File: config.mk
export PLATFORM = sky130hd
export DESIGN_NAME = bcd_scan_display
export DESIGN_NICKNAME = d
export VERILOG_FILES = /design/src/rtl/seg7_pkg.sv /design/src/rtl/bin2bcd_seq.sv /design/src/rtl/bcd_scan_display.sv
export SDC_FILE = /design/constraint.sdc
export NUM_CORES = 1
export LEC_CHECK = 0
export CORE_ASPECT_RATIO = 0.6
export CORE_MARGIN = 1.5
export CORE_UTILIZATION = 45
export DETAILED_ROUTE_END_ITERATION = 7
export PLACE_DENSITY = 0.61
export SLEW_MARGIN = 10
export SYNTH_ARGS = -nofsm -noshare
export SYNTH_HDL_FRONTEND = slang
export SYNTH_SLANG_ARGS = --single-unit
File: constraint.sdc
create_clock -name i_clk -period 2.4 [get_ports i_clk]
set_input_delay 0.36 -clock i_clk [delete_from_list [all_inputs] [get_ports i_clk]]
set_output_delay 0.36 -clock i_clk [all_outputs]
set_load 0.02 [all_outputs]
File: src/rtl/seg7_pkg.sv
// Shared 7-segment helpers (active-low, bit0=a .. bit6=g) plus the
// conversion FSM state type used by the BCD scan display.
package seg7_pkg;

  localparam logic [6:0] SEG_BLANK = 7'h7F;

  typedef enum logic [1:0] {IDLE, SHIFT, LATCH} conv_state_e;

  function automatic logic [6:0] digit_to_seg(input logic [3:0] digit);
    logic [6:0] seg;
    case (digit)
      4'd0:    seg = 7'h40;
      4'd1:    seg = 7'h79;
      4'd2:    seg = 7'h24;
      4'd3:    seg = 7'h30;
      4'd4:    seg = 7'h19;
      4'd5:    seg = 7'h12;
      4'd6:    seg = 7'h02;
      4'd7:    seg = 7'h78;
      4'd8:    seg = 7'h00;
      4'd9:    seg = 7'h10;
      default: seg = SEG_BLANK;
    endcase
    return seg;
  endfunction

  function automatic logic [6:0] nibble_to_seg(input logic [3:0] nibble, input logic blank);
    return blank ? SEG_BLANK : digit_to_seg(nibble);
  endfunction

endpackage

File: src/rtl/bin2bcd_seq.sv
// Sequential double-dabble converter: one add-3/shift iteration per cycle,
// W iterations per conversion, then a single-cycle done pulse in LATCH.
module bin2bcd_seq
  import seg7_pkg::*;
#(
  parameter int W      = 4,
  parameter int DIGITS = 2
) (
  input  logic                  i_clk,
  input  logic                  i_rst,
  input  logic                  i_start,
  input  logic [W-1:0]          i_bin,
  output logic                  o_busy,
  output logic                  o_done,
  output logic [DIGITS*4-1:0]   o_bcd
);

  localparam int BCD_W = DIGITS * 4;
  localparam int CNT_W = $clog2(W + 1);

  conv_state_e        state_q, state_d;
  logic [W-1:0]       shift_q, shift_d;
  logic [BCD_W-1:0]   bcd_q, bcd_d;
  logic [BCD_W-1:0]   adj;
  logic [CNT_W-1:0]   iter_q, iter_d;
  logic               busy_q, busy_d;

  always_comb begin
    state_d = state_q;
    shift_d = shift_q;
    bcd_d   = bcd_q;
    iter_d  = iter_q;
    adj     = bcd_q;
    for (int k = 0; k < DIGITS; k++) begin
      if (bcd_q[4*k +: 4] >= 4'd5) adj[4*k +: 4] = bcd_q[4*k +: 4] + 4'd3;
    end
    case (state_q)
      IDLE: begin
        if (i_start) begin
          shift_d = i_bin;
          bcd_d   = '0;
          iter_d  = '0;
          state_d = SHIFT;
        end
      end
      SHIFT: begin
        {bcd_d, shift_d} = {adj, shift_q} << 1;
        iter_d = iter_q + 1'b1;
        if (iter_q == CNT_W'(W - 1)) state_d = LATCH;
      end
      LATCH:   state_d = IDLE;
      default: state_d = IDLE;
    endcase
    // Busy is registered from the next state so it tracks state_q exactly.
    busy_d = (state_d != IDLE);
  end

  always_ff @(posedge i_clk or posedge i_rst) begin
    if (i_rst) begin
      state_q <= IDLE;
      shift_q <= '0;
      bcd_q   <= '0;
      iter_q  <= '0;
      busy_q  <= 1'b0;
    end else begin
      state_q <= state_d;
      shift_q <= shift_d;
      bcd_q   <= bcd_d;
      iter_q  <= iter_d;
      busy_q  <= busy_d;
    end
  end

  assign o_busy = busy_q;
  assign o_done = (state_q == LATCH);
  assign o_bcd  = bcd_q;

endmodule

File: src/rtl/bcd_scan_display.sv
// Binary-to-decimal multiplexed 7-segment driver: change detection, display
// register, digit scan, leading-zero blanking and registered outputs.
module bcd_scan_display
  import seg7_pkg::*;
#(
  parameter int W           = 4,
  parameter int DIGITS      = 2,
  parameter int REFRESH_DIV = 50000
) (
  input  logic              i_clk,
  input  logic              i_rst,
  input  logic [W-1:0]      i_bin,
  output logic [6:0]        o_HEX,
  output logic [DIGITS-1:0] o_AN,
  output logic              o_busy
);

  localparam int BCD_W = DIGITS * 4;
  localparam int REF_W = $clog2(REFRESH_DIV);
  localparam int IDX_W = (DIGITS > 1) ? $clog2(DIGITS) : 1;

  if (!((10 ** DIGITS) >= (2 ** W))) begin : g_digits_check
    $error("bcd_scan_display: DIGITS too small for W");
  end
  if (REFRESH_DIV < 2) begin : g_refresh_check
    $error("bcd_scan_display: REFRESH_DIV must be at least 2");
  end

  logic               conv_busy;
  logic               conv_done;
  logic [BCD_W-1:0]   conv_bcd;
  logic               start;

  logic               pending_q, pending_d;
  logic [W-1:0]       last_bin_q, last_bin_d;
  logic [BCD_W-1:0]   disp_q, disp_d;
  logic [REF_W-1:0]   refresh_q, refresh_d;
  logic [IDX_W-1:0]   digit_idx_q, digit_idx_d;
  logic [6:0]         hex_q, hex_d;
  logic [DIGITS-1:0]  an_q, an_d;
  logic [3:0]         sel_nibble;
  logic               blank;

  bin2bcd_seq #(.W(W), .DIGITS(DIGITS)) u_conv (
    .i_clk   (i_clk),
    .i_rst   (i_rst),
    .i_start (start),
    .i_bin   (i_bin),
    .o_busy  (conv_busy),
    .o_done  (conv_done),
    .o_bcd   (conv_bcd)
  );

  // Input changes during a conversion are picked up by the next IDLE compare.
  assign start = !conv_busy && (pending_q || (i_bin != last_bin_q));

  always_comb begin
    pending_d   = pending_q;
    last_bin_d  = last_bin_q;
    disp_d      = conv_done ? conv_bcd : disp_q;
    refresh_d   = refresh_q + 1'b1;
    digit_idx_d = digit_idx_q;
    if (start) begin
      pending_d  = 1'b0;
      last_bin_d = i_bin;
    end
    if (refresh_q == REF_W'(REFRESH_DIV - 1)) begin
      refresh_d   = '0;
      digit_idx_d = (digit_idx_q == IDX_W'(DIGITS - 1)) ? '0 : digit_idx_q + 1'b1;
    end
  end

  // A digit above the LSD is blanked only if it and every higher digit is zero.
  always_comb begin
    sel_nibble = 4'd0;
    blank      = (digit_idx_q != '0);
    an_d       = '1;
    for (int k = 0; k < DIGITS; k++) begin
      if (IDX_W'(k) == digit_idx_q) begin
        sel_nibble = disp_q[4*k +: 4];
        an_d[k]    = 1'b0;
      end
      if ((IDX_W'(k) >= digit_idx_q) && (disp_q[4*k +: 4] != 4'd0)) blank = 1'b0;
    end
    hex_d = nibble_to_seg(sel_nibble, blank);
  end

  always_ff @(posedge i_clk or posedge i_rst) begin
    if (i_rst) begin
      pending_q   <= 1'b1;
      last_bin_q  <= '0;
      disp_q      <= '0;
      refresh_q   <= '0;
      digit_idx_q <= '0;
      hex_q       <= SEG_BLANK;
      an_q        <= '1;
    end else begin
      pending_q   <= pending_d;
      last_bin_q  <= last_bin_d;
      disp_q      <= disp_d;
      refresh_q   <= refresh_d;
      digit_idx_q <= digit_idx_d;
      hex_q       <= hex_d;
      an_q        <= an_d;
    end
  end

  assign o_HEX  = hex_q;
  assign o_AN   = an_q;
  assign o_busy = conv_busy;

endmodule
==> results of run 1 <==
[layer usage]
metal | vias up | part of all wire, % | GRT usage, %
li1 | 891 | - | -
met2 | 31 | 37 | 20.5
met5 | - | 0 | 0
met1 | 808 | 56 | 24.8
met4 | 0 | 1.6 | 6.68
met3 | 9 | 5.0 | 7.38
[power by group through the flow]
stage          logic, W  clock network, W  registers (W)
5_1_grt         0.00146           0.00108        0.00149
2_1_floorplan  0.000924                 0        0.00149
3_5_place_dp    0.00131                 0        0.00147
6_report        0.00130          0.000999        0.00145
4_1_cts         0.00131           0.00103        0.00146
3_3_place_gp    0.00130                 0        0.00147
[cell type report]
cell class                 instances  area share (%)
tap                               80            3.15
clock buffer                      11            4.45
timing repair buffer              19            6.07
sequential                        57            45.3
clock inverter                     5            2.48
multi-input combinational        165            36.7
inverter                          15            1.77
[cells in the mapped netlist (all sizes together) (2+ instances only)]
cell type | n | area (µm²)
dfrtp | 47 | 1180
nand2 | 24 | 90.1
inv | 15 | 56.3
nor2 | 14 | 52.6
o21ai | 14 | 70.1
ha | 12 | 150
xor2 | 12 | 105
mux2 | 11 | 124
dfstp | 10 | 263
a21oi | 9 | 45.0
mux2i | 9 | 90.1
nand3 | 8 | 40.0
xnor2 | 7 | 61.3
clkbuf | 5 | 18.8
nor3 | 5 | 25.0
a22o | 4 | 35.0
nand2b | 4 | 25.0
nand4 | 3 | 18.8
nor2b | 3 | 18.8
nor4 | 3 | 33.8
o22ai | 3 | 18.8
and2 | 2 | 12.5
or2 | 2 | 12.5
or4 | 2 | 15.0
[cell families after synthesis]
| family | Yosys count |
|---|---|
| AO/OA/AOI/OAI | 38 |
| XOR/XNOR | 19 |
| adder cells (fa/ha/maj) | 12 |
| buffers and inverters | 21 |
| flip-flops | 57 |
| multiplexers | 20 |
| AND/OR/NAND/NOR | 76 |
[how the worst max path moves through the flow]
| stage | depth (start not counted) | end | slack, ns | startpoint |
|---|---|---|---|---|
| 4_1_cts | 1 | o_busy | 0.50 | u_conv.o_busy |
| 2_1_floorplan | 4 | refresh_q[9] | 0.58 | refresh_q[4] |
| 3_5_place_dp | 6 | u_conv.shift_q[2] | 0.31 | i_bin[1] |
| 6_report | 1 | o_busy | 0.52 | u_conv.o_busy |
| 3_3_place_gp | 6 | u_conv.shift_q[3] | 0.35 | i_bin[1] |
| 5_1_grt | 5 | o_HEX[2] | 0.44 | digit_idx_q |
[through the flow]
| step | worst slack [ns] | area, µm² | util (%) | power [W] |
|---|---|---|---|---|
| after global routing | 0.443 | 3170 | 55.9 | 0.00403 |
| after detailed placement | 0.314 | 2950 | 52.1 | 0.00278 |
| after floorplan | 0.576 | 2690 | - | 0.00241 |
| final | 0.520 | 3170 | 55.9 | 0.00376 |
| after global placement | 0.346 | 2950 | 52.1 | 0.00277 |
| after CTS | 0.504 | 3170 | 55.9 | 0.00380 |
[state kept, by name, indices dropped and copies added (netlist names)]
| register | flops |
|---|---|
| last_bin_q | 4 |
| digit_idx_q | 1 |
| o_HEX | 7 |
| pending_q | 1 |
| disp_q | 8 |
| u_conv.o_bcd | 8 |
| u_conv.o_busy | 1 |
| u_conv.iter_q | 3 |
| u_conv.state_q | 2 |
| refresh_q | 16 |
| u_conv.shift_q | 4 |
| o_AN | 2 |
==> qor.csv, run 1 <==
stage,metric,value,unit
run_status,status,finished clean,
pwr,combinational power share,34.7,%
synth,Post-Syn Area,0.00269,mm²
pwr,Internal Pwr Total,0.00250,W
sta,final setup violation count,0,
pwr,clock group share of total power,26.6,%
sta,Final Hold Viols,0,
layout,Area Growth Syn to Fin,18.2,%
layout,Multi-input gate area,0.00117,mm²
clocking,cts hold-fix bufs,0,
pwr,pwr dens,1180,mW/mm²
layout,Nets,285,
grt,largest net degree at the start of global routing,37,
synth,Synth Instances,243,
synth,Post-synth EDFFs,0,
clocking,clock-pin slew on the worst setup and hold paths,0.07,ns
synth,Netlist cell types,41,
synth,"Top FF cell, synth",dfrtp_1,
sta,pins over their slew limit,0,
grt,vias in the first global route,1631,
setup_path,FF-to-FF path depth,7,
setup_path,CP max stage cell,clkdlybuf4s50_1,
pwr,worst vdd ir,532,µV
routing,Vias,1739,
job,max_cap viols,0,
pwr,Seq pwr share,38.7,%
setup_path,crit path buf inv count,1,
clocking,CTS Root Buffer Type,clkbuf_8,
sta,skew final,0.00975,ns
synth,simple-gate share of the synthesized area,15.0,%
synth,synthesized net count,261,
layout,"commonest non-fill, non-tap cell in the layout",dfrtp_1,
die,DIE HEIGHT,62.8,µm
synth,Synth Area in XOR/XNOR,6.20,%
die,die area,0.00645,mm²
sta,Max Fclk,532,MHz
clocking,Sink Count,57,
clocking,postcts setup bufs,0,
synth,Post-synth ARST share,100,%
setup_path,Critical Path Max Stage Delay,0.67,ns
setup_path,worst-path fanout max,8,
die,Core ar.,0.00568,mm²
clocking,PostCTS Resize Cnt,0,
setup_path,Crit Path Category,register to primary output,
clocking,worst skew pair latency,0.34,ns
die,initial core utilization,47.3,%
hold_path,HP Class,primary input to asynchronous set/reset pin,
grt,first-pass GRT wire length,7980,µm
grt,antenna violations before repair,0,
sta,fin crit share,78.3,%
layout,"commonest non-fill, non-tap cells in the layout","dfrtp_1 (47), nand2_1 (24), clkdlybuf4s50_1 (15)",
sta,minimum clock period,1.88,ns
synth,Adder-Cell Fraction of Synth Area,5.59,%
routing,count of TritonRoute iterations in the first routing pass,5,
synth,main combinational cell family by area after synthesis,simple AND/OR/NAND/NOR gates,
setup_path,CP top delay family,buffers and inverters,
setup_path,RR Startpoint,digit_idx_q,
synth,post-synthesis mux area share,7.97,%
placement,dpl cells,336,
routing,Antenna Nets Post-Route,0,
sta,RSZ-0062 raised after global routing,false,
routing,DRC,0,
routing,initial drt markers,73,
routing,Vias per Instance,4.94,
setup_path,CP Capture Type,primary output,
routing,Routed Wire Length,4580,µm
pwr,cell leakage power,1.43,nW
grt,gr usage total,16.6,%
layout,final cell count without fillers,352,
synth,Syn. warnings,0,
sta,worst slew pin tran,0.765,ns
placement,GPL Wtd Cong,0.739,
die,IO Pins,16,
setup_path,CP Data Required Time,2.04,ns
setup_path,Reg2Reg Setup Slack,0.59,ns
clocking,CTS tree,done,
clocking,CTS max path bufs,2,
setup_path,critical path cell sequence,clkdlybuf4s50_1,
setup_path,Critical Path AT,1.52,ns
layout,filler instances,526,
clocking,H-tree depth,3,
pwr,net switching power of the design,0.00126,W
die,Die Width,103,µm
layout,layout cell share with drive strength beyond 1,16.5,%
routing,wire per inst,13.0,µm
die,Row Count,21,
sta,Rel. slew slack,48.9,%
grt,GRT overflow,0,
setup_path,r2r endpoint,o_HEX[4],
sta,hold slack,0.349,ns
layout,Diodes inserted,0,
layout,register area,0.00144,mm²
synth,Post-Syn Area per Cell,11.0,µm²
synth,Synth Area in Compound Gates,8.71,%
clocking,CTS buffer count,9,
sta,Setup Total Neg Slack,0,ns
pwr,switching share of total power,33.6,%
placement,IO buf count,15,
synth,synthesis-stage register bit count,57,
placement,HPWL after detailed placement,3190,µm
setup_path,CP Launch Type,register,
synth,post-synthesis sequential area ratio,53.6,%
Power figures use the tool's default switching activity.
==> inputs of run 2 (changes only) <==
- PLACE_DENSITY: 0.61 -> 0.64
- clock period: 2.4 -> 1.6 ns (I/O delays scaled with it)
==> qor.csv, run 2 (same netlist as run 1, synthesis figures left out) <==
stage,metric,value,unit
run_status,status,finished with violations,
run_status,failing checks,negative setup slack,
sta,Setup Total Neg Slack,-0.432,ns
die,die area,0.00645,mm²
routing,Top Layer Used,met4,
sta,Final Hold Viols,0,
layout,Nets,321,
pwr,worst vdd ir,667,µV
layout,filler instances,484,
hold_path,HP Class,primary input to asynchronous set/reset pin,
routing,DRC,0,
grt,antenna violations before repair,0,
routing,Vias,1920,
routing,Antenna Nets Post-Route,0,
layout,final core area utilization,62.0,%
setup_path,worst-path fanout max,4,
routing,WL met3,232,µm
sta,minimum clock period,1.70,ns
grt,largest net degree at the start of global routing,38,
setup_path,Critical Path Max Stage Delay,0.54,ns
grt,GRT overflow,0,
layout,"commonest non-fill, non-tap cell in the layout",dfrtp_1,
sta,final setup violation count,9,
clocking,worst skew pair latency,0.34,ns
clocking,Sink Count,57,
clocking,CTS max path bufs,2,
sta,pins over their slew limit,0,
die,Die Width,103,µm
die,initial core utilization,47.3,%
clocking,cts hold-fix bufs,0,
clocking,CTS Root Buffer Type,clkbuf_8,
grt,first-pass GRT wire length,9000,µm
setup_path,Critical Path AT,1.93,ns
layout,layout cell share with drive strength beyond 1,31.8,%
sta,setup ws final,-0.102,ns
setup_path,CP Launch Type,register,
layout,Top reg by flops,refresh_q,
setup_path,CP top delay family,simple AND/OR/NAND/NOR gates,
pwr,pwr dens,1660,mW/mm²
sta,worst slew pin tran,0.422,ns
die,IO Pins,16,
setup_path,CP Capture Type,register,
pwr,switching share of total power,34.6,%
layout,Area Growth Syn to Fin,31.1,%
pwr,clock group share of total power,23.4,%
die,DIE HEIGHT,62.8,µm
sta,hold slack,0.181,ns
layout,max FFs per register,16,
routing,wire per inst,13.2,µm
placement,HPWL after detailed placement,3750,µm
clocking,CTS tree,done,
routing,WL met2,2080,µm
sta,Max Fclk,588,MHz
routing,Routed Wire Length,5100,µm
pwr,net switching power of the design,0.00202,W
sta,RSZ-0062 raised after global routing,true,
placement,IO buf count,15,
sta,fin crit share,106,%
setup_path,Crit Path Category,register to register,
sta,skew final,0.00813,ns
setup_path,crit path buf inv count,1,
pwr,Internal Pwr Total,0.00381,W
routing,M1 WL,2760,µm
pwr,combinational power share,38.6,%
layout,Diodes inserted,0,
clocking,CTS buffer count,9,
setup_path,critical path cell sequence,or4bb_1 -> nor4_4 -> buf_4 -> nand2b_1 -> mux2i_1,
routing,count of TritonRoute iterations in the first routing pass,4,
clocking,H-tree depth,3,
pwr,Seq pwr share,38.0,%
placement,post-place setup slack,-0.340,ns
pwr,cell leakage power,1.65,nW
layout,"commonest non-fill, non-tap cells in the layout","dfrtp_1 (46), buf_4 (38), nand2_1 (24)",
grt,gr usage total,18.5,%
die,Core ar.,0.00568,mm²
job,max_cap viols,0,
sta,Rel. slew slack,71.7,%
routing,Vias per Instance,4.95,
setup_path,CP Data Required Time,1.82,ns
die,Row Count,21,
grt,vias in the first global route,1910,
placement,GPL Wtd Cong,0.806,
setup_path,CP max stage cell,or4bb_1,
clocking,clock-pin slew on the worst setup and hold paths,0.07,ns
routing,initial drt markers,61,
[run 2: layout make-up]
type / instances / area [µm²] / area share [%]
sequential: 57 / 1440 / 40.9
multi-input combinational: 165 / 1250 / 35.6
timing repair buffer: 55 / 459 / 13.0
clock buffer: 12 / 155 / 4.41
tap: 80 / 100 / 2.84
inverter: 15 / 60.1 / 1.71
clock inverter: 4 / 51.3 / 1.46
[run 2: final timing paths]
check | start | end | slack (ns) | cells after the start
worst max-delay path | refresh_q[11] | refresh_q[15] | -0.10 | 5
min in group i_clk | i_bin[0] | last_bin_q[0] | 0.32 | 3
max in group asynchronous | i_rst | o_HEX[6] | 0.91 | 3
worst min-delay path | i_rst | refresh_q[15] | 0.18 | 2
worst max register to register | refresh_q[11] | refresh_q[15] | -0.10 | 5
worst min register to register | disp_q[3] | disp_q[3] | 0.49 | 2
[run 2: layer usage]
layer / vias up / track usage, %
met5: - / 0
met4: 0 / 5.31
met3: 5 / 7.94
met2: 33 / 24.8
met1: 916 / 27.0
li1: 966 / -
[run 2: through the flow]
stage                     total power, W  instance area [µm²]  std cells
after floorplan                  0.00371                 2720        243
after global placement           0.00436                 3220        369
after detailed placement         0.00441                 3220        369
after CTS                        0.00576                 3450        388
after global routing             0.00627                 3520        388
final                            0.00583                 3520        388
[run 2: power groups by stage]
stage,logic (W),registers [W],clock network [W]
2_1_floorplan,0.00146,0.00225,0
3_3_place_gp,0.00213,0.00222,0
3_5_place_dp,0.00219,0.00223,0
4_1_cts,0.00216,0.00220,0.00141
5_1_grt,0.00251,0.00227,0.00149
6_report,0.00225,0.00221,0.00137
[run 2: repair_timing]
action / CTS / global route
gates resized for setup: 14 / 18
setup buffers: 3 / 2
pin swaps: 6 / 7
setup endpoints to repair: 20 / 29
==> inputs of run 3 (changes only) <==
- CTS_CLUSTER_SIZE: default -> 24
- HOLD_SLACK_MARGIN: default -> 0.12
==> results of run 3 <==
Same layout as run 2: the final DEF is identical, and so are final timing and power.
